===== src/rtl/aes_pipe_sched_if.sv =====
// ============================================================================
// aes_pipe_sched_if : requester, cipher and result-side signals of the AES scheduler
// Revision: 1.0
// ============================================================================
`default_nettype none

interface aes_pipe_sched_if;
  logic         req0_valid;
  logic         req0_ready;
  logic [127:0] req0_data;
  logic [127:0] req0_key;
  logic         req1_valid;
  logic         req1_ready;
  logic [127:0] req1_data;
  logic [127:0] req1_key;
  logic [127:0] cph_datain;
  logic [127:0] cph_key;
  logic [127:0] cph_dataout;
  logic         out_valid;
  logic         out_ready;
  logic [127:0] out_data;
  logic         out_id;
  logic         busy;

  modport master (
    output req0_valid, req0_data, req0_key,
    output req1_valid, req1_data, req1_key,
    output cph_dataout, out_ready,
    input  req0_ready, req1_ready, cph_datain, cph_key,
    input  out_valid, out_data, out_id, busy
  );

  modport slave (
    input  req0_valid, req0_data, req0_key,
    input  req1_valid, req1_data, req1_key,
    input  cph_dataout, out_ready,
    output req0_ready, req1_ready, cph_datain, cph_key,
    output out_valid, out_data, out_id, busy
  );
endinterface

`default_nettype wire


===== src/rtl/aes_pipe_sched.sv =====
// ============================================================================
// aes_pipe_sched : two-requester scheduler and credit controller for a stall-free
// AES-128 pipeline. Define AES_SCHED_RR_EN for round-robin, else fixed priority.
// Revision: 1.0
// ============================================================================
`default_nettype none

module aes_pipe_sched #(
  parameter int LATENCY    = 10,
  parameter int FIFO_DEPTH = 16
) (
  input logic             clk,
  input logic             rst,
  aes_pipe_sched_if.slave bus
);
  localparam int CW   = $clog2(FIFO_DEPTH + 1);
  localparam int PW   = $clog2(FIFO_DEPTH);
  localparam int TAGS = LATENCY + 1;

  logic [CW-1:0]         r_cnt;
  logic [CW-1:0]         r_fcnt;
  logic [PW-1:0]         r_wptr;
  logic [PW-1:0]         r_rptr;
  logic [127:0]          r_mem [FIFO_DEPTH];
  logic [FIFO_DEPTH-1:0] r_mem_id;
  logic [TAGS-1:0]       r_tag_v;
  logic [TAGS-1:0]       r_tag_id;
  logic [127:0]          r_cph_data;
  logic [127:0]          r_cph_key;

  logic w_can, w_gnt0, w_gnt1, w_acc, w_pop, w_wr, w_ov;

  // Credits cover in-flight blocks plus FIFO occupancy, so a result can never
  // arrive at a full FIFO; a pop only frees a credit from the next cycle on.
  assign w_can = !rst && (r_cnt < CW'(FIFO_DEPTH));

`ifdef AES_SCHED_RR_EN
  logic r_ptr;

  assign w_gnt0 = w_can && bus.req0_valid && (!bus.req1_valid || !r_ptr);
  assign w_gnt1 = w_can && bus.req1_valid && (!bus.req0_valid ||  r_ptr);

  always_ff @(posedge clk) begin
    if (rst)        r_ptr <= 1'b0;
    else if (w_acc) r_ptr <= w_gnt0;
  end
`else
  assign w_gnt0 = w_can && bus.req0_valid;
  assign w_gnt1 = w_can && bus.req1_valid && !bus.req0_valid;
`endif

  assign w_acc = w_gnt0 || w_gnt1;
  assign w_ov  = (r_fcnt != '0);
  assign w_pop = w_ov && bus.out_ready;
  assign w_wr  = r_tag_v[TAGS-1];

  assign bus.req0_ready = w_gnt0;
  assign bus.req1_ready = w_gnt1;
  assign bus.cph_datain = r_cph_data;
  assign bus.cph_key    = r_cph_key;
  assign bus.out_valid  = w_ov;
  assign bus.out_data   = w_ov ? r_mem[r_rptr] : '0;
  assign bus.out_id     = w_ov ? r_mem_id[r_rptr] : 1'b0;
  assign bus.busy       = (r_cnt != '0);

  always_ff @(posedge clk) begin
    if (rst) begin
      r_cph_data <= '0;
      r_cph_key  <= '0;
    end else if (w_acc) begin
      r_cph_data <= w_gnt1 ? bus.req1_data : bus.req0_data;
      r_cph_key  <= w_gnt1 ? bus.req1_key  : bus.req0_key;
    end
  end

  // Tag line runs one stage longer than the cipher: the exiting tag lines up
  // with the ciphertext already settled on cph_dataout.
  always_ff @(posedge clk) begin
    if (rst) begin
      r_tag_v  <= '0;
      r_tag_id <= '0;
    end else begin
      r_tag_v  <= {r_tag_v[TAGS-2:0], w_acc};
      r_tag_id <= {r_tag_id[TAGS-2:0], w_gnt1};
    end
  end

  always_ff @(posedge clk) begin
    if (rst) begin
      r_cnt <= '0;
    end else begin
      case ({w_acc, w_pop})
        2'b10:   r_cnt <= r_cnt + CW'(1);
        2'b01:   r_cnt <= r_cnt - CW'(1);
        default: r_cnt <= r_cnt;
      endcase
    end
  end

  always_ff @(posedge clk) begin
    if (rst) begin
      r_fcnt <= '0;
      r_wptr <= '0;
      r_rptr <= '0;
    end else begin
      case ({w_wr, w_pop})
        2'b10:   r_fcnt <= r_fcnt + CW'(1);
        2'b01:   r_fcnt <= r_fcnt - CW'(1);
        default: r_fcnt <= r_fcnt;
      endcase
      if (w_wr)  r_wptr <= (r_wptr == PW'(FIFO_DEPTH - 1)) ? '0 : r_wptr + PW'(1);
      if (w_pop) r_rptr <= (r_rptr == PW'(FIFO_DEPTH - 1)) ? '0 : r_rptr + PW'(1);
    end
  end

  always_ff @(posedge clk) begin
    if (w_wr) begin
      r_mem[r_wptr]    <= bus.cph_dataout;
      r_mem_id[r_wptr] <= r_tag_id[TAGS-1];
    end
  end

  a_no_overflow: assert property (@(posedge clk) disable iff (rst)
    !(w_wr && (r_fcnt == CW'(FIFO_DEPTH))));

endmodule

`default_nettype wire


===== src/flat_wrapper.sv =====
// flat-port wrapper written by rule: the top's interface ports become plain ports
module aes_pipe_sched_flat 
#(
  parameter int LATENCY    = 10,
  parameter int FIFO_DEPTH = 16
)
  (clk, rst, bus_req0_valid, bus_req0_data, bus_req0_key, bus_req1_valid, bus_req1_data, bus_req1_key, bus_cph_dataout, bus_out_ready, bus_req0_ready, bus_req1_ready, bus_cph_datain, bus_cph_key, bus_out_valid, bus_out_data, bus_out_id, bus_busy);
  aes_pipe_sched_if bus_i ();
  input logic clk;
  input logic rst;
  input wire logic [$bits(bus_i.req0_valid)-1:0] bus_req0_valid;
  input wire logic [$bits(bus_i.req0_data)-1:0] bus_req0_data;
  input wire logic [$bits(bus_i.req0_key)-1:0] bus_req0_key;
  input wire logic [$bits(bus_i.req1_valid)-1:0] bus_req1_valid;
  input wire logic [$bits(bus_i.req1_data)-1:0] bus_req1_data;
  input wire logic [$bits(bus_i.req1_key)-1:0] bus_req1_key;
  input wire logic [$bits(bus_i.cph_dataout)-1:0] bus_cph_dataout;
  input wire logic [$bits(bus_i.out_ready)-1:0] bus_out_ready;
  output wire logic [$bits(bus_i.req0_ready)-1:0] bus_req0_ready;
  output wire logic [$bits(bus_i.req1_ready)-1:0] bus_req1_ready;
  output wire logic [$bits(bus_i.cph_datain)-1:0] bus_cph_datain;
  output wire logic [$bits(bus_i.cph_key)-1:0] bus_cph_key;
  output wire logic [$bits(bus_i.out_valid)-1:0] bus_out_valid;
  output wire logic [$bits(bus_i.out_data)-1:0] bus_out_data;
  output wire logic [$bits(bus_i.out_id)-1:0] bus_out_id;
  output wire logic [$bits(bus_i.busy)-1:0] bus_busy;
  assign bus_i.req0_valid = bus_req0_valid;
  assign bus_i.req0_data = bus_req0_data;
  assign bus_i.req0_key = bus_req0_key;
  assign bus_i.req1_valid = bus_req1_valid;
  assign bus_i.req1_data = bus_req1_data;
  assign bus_i.req1_key = bus_req1_key;
  assign bus_i.cph_dataout = bus_cph_dataout;
  assign bus_i.out_ready = bus_out_ready;
  assign bus_req0_ready = bus_i.req0_ready;
  assign bus_req1_ready = bus_i.req1_ready;
  assign bus_cph_datain = bus_i.cph_datain;
  assign bus_cph_key = bus_i.cph_key;
  assign bus_out_valid = bus_i.out_valid;
  assign bus_out_data = bus_i.out_data;
  assign bus_out_id = bus_i.out_id;
  assign bus_busy = bus_i.busy;
  aes_pipe_sched #(.LATENCY(LATENCY), .FIFO_DEPTH(FIFO_DEPTH)) u_core (.clk(clk), .rst(rst), .bus(bus_i));
endmodule

===== config.mk =====
export PLATFORM = sky130hd
export DESIGN_NAME = aes_pipe_sched_flat
export DESIGN_NICKNAME = d
export VERILOG_FILES = /design/src/rtl/aes_pipe_sched_if.sv /design/src/rtl/aes_pipe_sched.sv /design/src/flat_wrapper.sv
export SDC_FILE = /design/constraint.sdc
export NUM_CORES = 2
export LEC_CHECK = 0
export BUFFER_PORTS_ARGS = -buffer_cell sky130_fd_sc_hd__buf_4
export CELL_PAD_IN_SITES_DETAIL_PLACEMENT = 0
export CELL_PAD_IN_SITES_GLOBAL_PLACEMENT = 1
export CORE_MARGIN = 1.5
export CORE_UTILIZATION = 45
export DETAILED_ROUTE_END_ITERATION = 12
export MAX_ROUTING_LAYER = met4
export PLACE_DENSITY = 0.76
export RECOVER_POWER = 100
export SLEW_MARGIN = 10
export SYNTH_ARGS = -nofsm -noshare
export SYNTH_HDL_FRONTEND = slang
export SYNTH_SLANG_ARGS = --single-unit
export TNS_END_PERCENT = 20

===== constraint.sdc =====
create_clock -name clk -period 6.52 [get_ports clk]
set_clock_uncertainty 0.1 [all_clocks]
set_input_delay 0.978 -clock clk [delete_from_list [all_inputs] [get_ports clk]]
set_output_delay 0.978 -clock clk [all_outputs]
set_load 0.05 [all_outputs]

# Word level (Yosys, flattened, before mapping)
# Memories as Yosys holds them, arrays and structs flattened. A register that Yosys moved wholly into a read port is not among the register bits.
# Cells that the tools add are included.
# W data, S select, Z words.
word_totals:
  reg_bits: 312
  out_inout_bits: 389
  ram_bits: 2048
  n_memories: 1
  elab_cells: 56
mem_list:
  columns: ["name", "words", "width", "read_ports", "rd_ports_with_merged_regs", "write_ports", "line_no", "source"]
  rows:
  - ["u_core.r_mem", 16, 128, 1, 1, 1, "aes_pipe_sched.sv:24", "logic [127:0] r_mem [FIFO_DEPTH];"]
op_classes:
  mux: 17
  n_reduce_logical: 13
  addsub: 6
  order_cmp: 4
  eq_ne: 6
ops:
  columns: ["op", "n"]
  rows:
  - ["$mux W128", 3]
  - ["$pmux W5 S2", 2]
  - ["$bwmux W16", 1]
  - ["$mux W4", 4]
  - ["$add A5 B1 Y5 const B", 2]
  - ["$lt A4 B5 Y1 const B", 2]
  - ["$reduce_bool A5 Y1", 2]
  - ["$sub A5 B1 Y5 const B", 2]
  - ["$add A4 B1 Y4 const B", 2]
  - ["$eq A4 B4 Y1 const B", 2]
  - ["$logic_and A1 B1 Y1", 6]
  - ["$lt A5 B5 Y1 const B", 1]
  - ["$mux W1", 5]
  - ["$bmux W1 S4", 1]
  - ["$demux W1 S4", 1]
  - ["$eq A2 B1 Y1 const B", 2]
  - ["$eq A2 B2 Y1 const B", 2]
  - ["$ge A4 B1 Y1 const B", 1]
  - ["$reduce_bool A2 Y1", 2]
  - ["$logic_not A1 Y1", 2]
  - ["$logic_or A1 B1 Y1", 1]

# Logic depth before layout (Yosys ltp)
logic_depth:
  ltp_word: 7
  mapped_depth: 13
  depth_no_buf: 10

# Worst setup path after synthesis
# No wires, ideal clock.
synth_timing:
  path_kind: "reg-to-reg"
  start: "reg u_core.r_tag_v[10]"
  end: "mem u_core.r_mem[0][0] (enable)"
  arrival_time_ps: 3889
  path_buffers: 1
  setup_ps: 503
  t_required_ps: 5917
  slack_ps: 2028
  stages_incl_launch_ff: 5
  path_cell_list: "dfxtp_1 -> clkbuf_1 -> inv_1 -> nor3_1 -> and2_1"
synth_via:
  elab_chain_cells: 2
synth_lines:
  columns: ["item", "line_no", "source"]
  rows:
  - ["start: declaration", "aes_pipe_sched.sv:26", "logic [TAGS-1:0] r_tag_v;"]
  - ["start signal: assignment", "aes_pipe_sched.sv:83", "r_tag_v <= {r_tag_v[TAGS-2:0], w_acc};"]
  - ["$mux W1", "aes_pipe_sched.sv:117", "if (w_wr) begin"]
  - ["$mux W1 (not written as such)", "aes_pipe_sched.sv:118", "r_mem[r_wptr] <= bus.cph_dataout;"]
  - ["end: declaration", "aes_pipe_sched.sv:24", null]
# No other way between the ends.

==> metrics.txt <==
number of global-route vias before repair=47,871; cells on worst reg2reg path=4; CP bufs+invs=2; CTS max path bufs=3; Crit path depth=5; Relative slew margins=-219%; die width=451 um; Vias/cell=5.90; Hold Crit Class=in -> reg; post-cts hold buffer count=0; initial cell density of the core=45.2%; Min Clock Period, post-route=5.55 ns; total CTS buffers=233; WS Path Type=reg -> out; H-tree Lvls=4; post-synth top area cell=edfxtp_1; reg2reg start=u_core.r_tag_v[10]$_SDFF_PP0_; R2R setup slack=1.06 ns; # nets final=6,104; Post-CTS Repair Setup Buffers=0; row count=164; crit path max fanout=75; layout cells sized above 1=27.7%; Clock Sinks=2,364; Tightest Pin Transition=4.79 ns; Post-DRT Antenna Nets=0; final wirelength=297,000 um; reg2reg end=u_core.r_mem[8][60]$_DFFE_PP_; Syn Inst Count=4,412; leakage power=35.2 nW; total negative slack=0 ns; Post-Place Setup Slack=2.04 ns; EDFF count, synth=2,064; Core Area=199,000 um^2; ys flop type=edfxtp_1; GRT Util Overall=29.5%; DRC errors left=0; CTS tree=built; Die Area=203,000 um^2; Crit. End Element=primary output; 1st-iter DRT viols=5,421; sequential share of the synthesized area=75.4%; unrepaired setup endpoints after global routing=no; Final Slew Violations=1,141; Chip Height=451 um; Clock Tree Root=clkbuf_16; ranking of synthesized cells by area=edfxtp_1 69%, mux4_2 13%, dfxtp_1 6.7%, a22o_1 1.6%, mux2_2 1.6%; CP top delay family=flip-flops; largest net degree at the start of global routing=168; Worst-path clk slew=0.06 ns; total gr overflow=0; crit path DAT=4.47 ns; Filler Cells Inserted=15,890; Worst IR Drop VDD=0.706 mV; first-pass GRT wire length=399,000 um; synthesized flop and latch total=2,364; FMAX=180 MHz; Ports=1,034; Worst path max stage delay=1.50 ns; Final WS setup=0.968 ns; drt wl/cell=35.4 um; outcome=complete, but fails checks; Yosys top cell area share=68.7%; Final Util=53.5%; Cell Area, Synth=90,200 um^2; failing checks=max-capacitance violations, max-slew violations; crit-path cells=buf_12, mux4_2, mux2_2, a221o_1, clkbuf_1; Design Area, Final=107,000 um^2; worst skew pair latency=0.88 ns; final hold violations=0; fin crit share=85.1%; post-synthesis async set-or-reset flop share=0%; net count after synthesis=5,071; average size of a mapped cell=20.4 um^2; CP max-delay cell=dfxtp_2; PD cells=350 nW/um^2; Final Setup Violations=0; post-cts sizing count=0; antenna violations before repair=114; post-synth cell types=53; critical path endpoint=bus_out_data[1]; Ys Warns=0; routed vias=49,393; Required @ worst endpoint=5.44 ns; IO Port Bufs=1,033; Setup crit start kind=flop; Final HPWL DP=186,000 um; drt pass-1 iters=6; gpl congestion=1.07; post-placement cell area=101,000 um^2; area delta synth->final=18.3%; maxcap violations=26
==> cells in the final DEF (no fill, tap or decap), types with 109 or more instances in the layout <==
cell type / count
edfxtp_1: 2064
clkbuf_1: 562
buf_4: 534
mux4_2: 515
dfxtp_1: 297
clkbuf_16: 234
nand2_1: 189
a21o_1: 171
a22o_1: 167
nor2b_1: 150
mux2_2: 129
a221o_1: 128
nor2_1: 109
==> worst min-delay path, stage by stage <==
cell and delay (ns):
buf_4 0.11, nand2_1 0.05, a311oi_1 0.08
==> worst min-delay path by stage <==
stage / slack [ns] / to / start / cells past startpoint
detailed placement: 0.33 / u_core.r_tag_id[1]$_SDFF_PP0_ / u_core.r_tag_id[0]$_SDFF_PP0_ / 1
finish: 0.26 / u_core.bus.cph_key[63]$_SDFFE_PP0P_ / bus_req0_key[63] / 3
floorplan: 0.31 / u_core.r_tag_id[10]$_SDFF_PP0_ / u_core.r_tag_id[9]$_SDFF_PP0_ / 1
global route: 0.23 / u_core.bus.cph_key[122]$_SDFFE_PP0P_ / bus_req0_key[122] / 3
global placement: 0.33 / u_core.r_tag_v[2]$_SDFF_PP0_ / u_core.r_tag_v[1]$_SDFF_PP0_ / 1
CTS: 0.17 / u_core.r_mem[11][94]$_DFFE_PP_ / bus_cph_dataout[94] / 1
==> through the flow <==
step	hold WS, ns	power, mW	std cells
final	0.258	37.3	8373
after global routing	0.231	38.3	8367
after CTS	0.167	38.1	8301
after detailed placement	0.326	24.7	7866
after global placement	0.329	24.7	7866
after floorplan	0.314	21.9	4412
==> synthesized netlist by cell type, types with 8 or more instances <==
library cell	n
a311oi_1	90
ha_1	13
clkbuf_1	132
buf_4	8
buf_6	22
a21oi_1	10
a22o_1	167
edfxtp_1	2064
mux4_2	515
mux2_2	129
nor2_1	110
nor2b_1	150
buf_1	22
buf_2	105
a221o_1	128
inv_1	9
dfxtp_1	300
and2_1	17
a21o_1	171
nand2_1	189
==> sequential cells by signal, indices dropped and copies added (netlist names), named ones only <==
| name | flops |
|---|---|
| u_core.bus.cph_datain | 128 |
| u_core.bus.cph_key | 128 |
| u_core.r_cnt | 5 |
| u_core.r_fcnt | 5 |
| u_core.r_mem | 2048 |
| u_core.r_mem_id | 16 |
| u_core.r_rptr | 4 |
| u_core.r_tag_id | 11 |
| u_core.r_tag_v | 11 |
| u_core.r_wptr | 4 |
==> logic make-up after synthesis <==
logic type	synth area share [%]
xor gates and xnor gates	0.0680
AOI/OAI and AO/OA	5.55
adders and majority gates	0.203
DFF	75.4
and+or+nand+nor	2.62
buffers and inverters	1.61
muxes	14.5
==> routing by layer <==
metal | wire length (um) | GRT usage [%]
met4 | 13200 | 12.6
met2 | 142000 | 44.8
met3 | 23900 | 6.78
met5 | 0 | -
met1 | 118000 | 38.3
==> final cells by class <==
| type | count | area [um^2] | area share, % |
|---|---|---|---|
| timing repair buffer | 1087 | 6630 | 6.22 |
| antenna | 72 | 180 | 0.169 |
| clock buffer | 292 | 6160 | 5.78 |
| multi-input combinational | 1749 | 20700 | 19.4 |
| clock inverter | 143 | 1600 | 1.50 |
| tap | 2656 | 3320 | 3.11 |
| inverter | 10 | 45.0 | 0.0422 |
| sequential | 2364 | 68000 | 63.7 |
==> where the power goes <==
part / switching [mW] / internal [mW]
registers: 0.271 / 16.6
clock network: 5.90 / 7.62
logic: 4.80 / 2.11
Power figures use the tool's default switching activity.
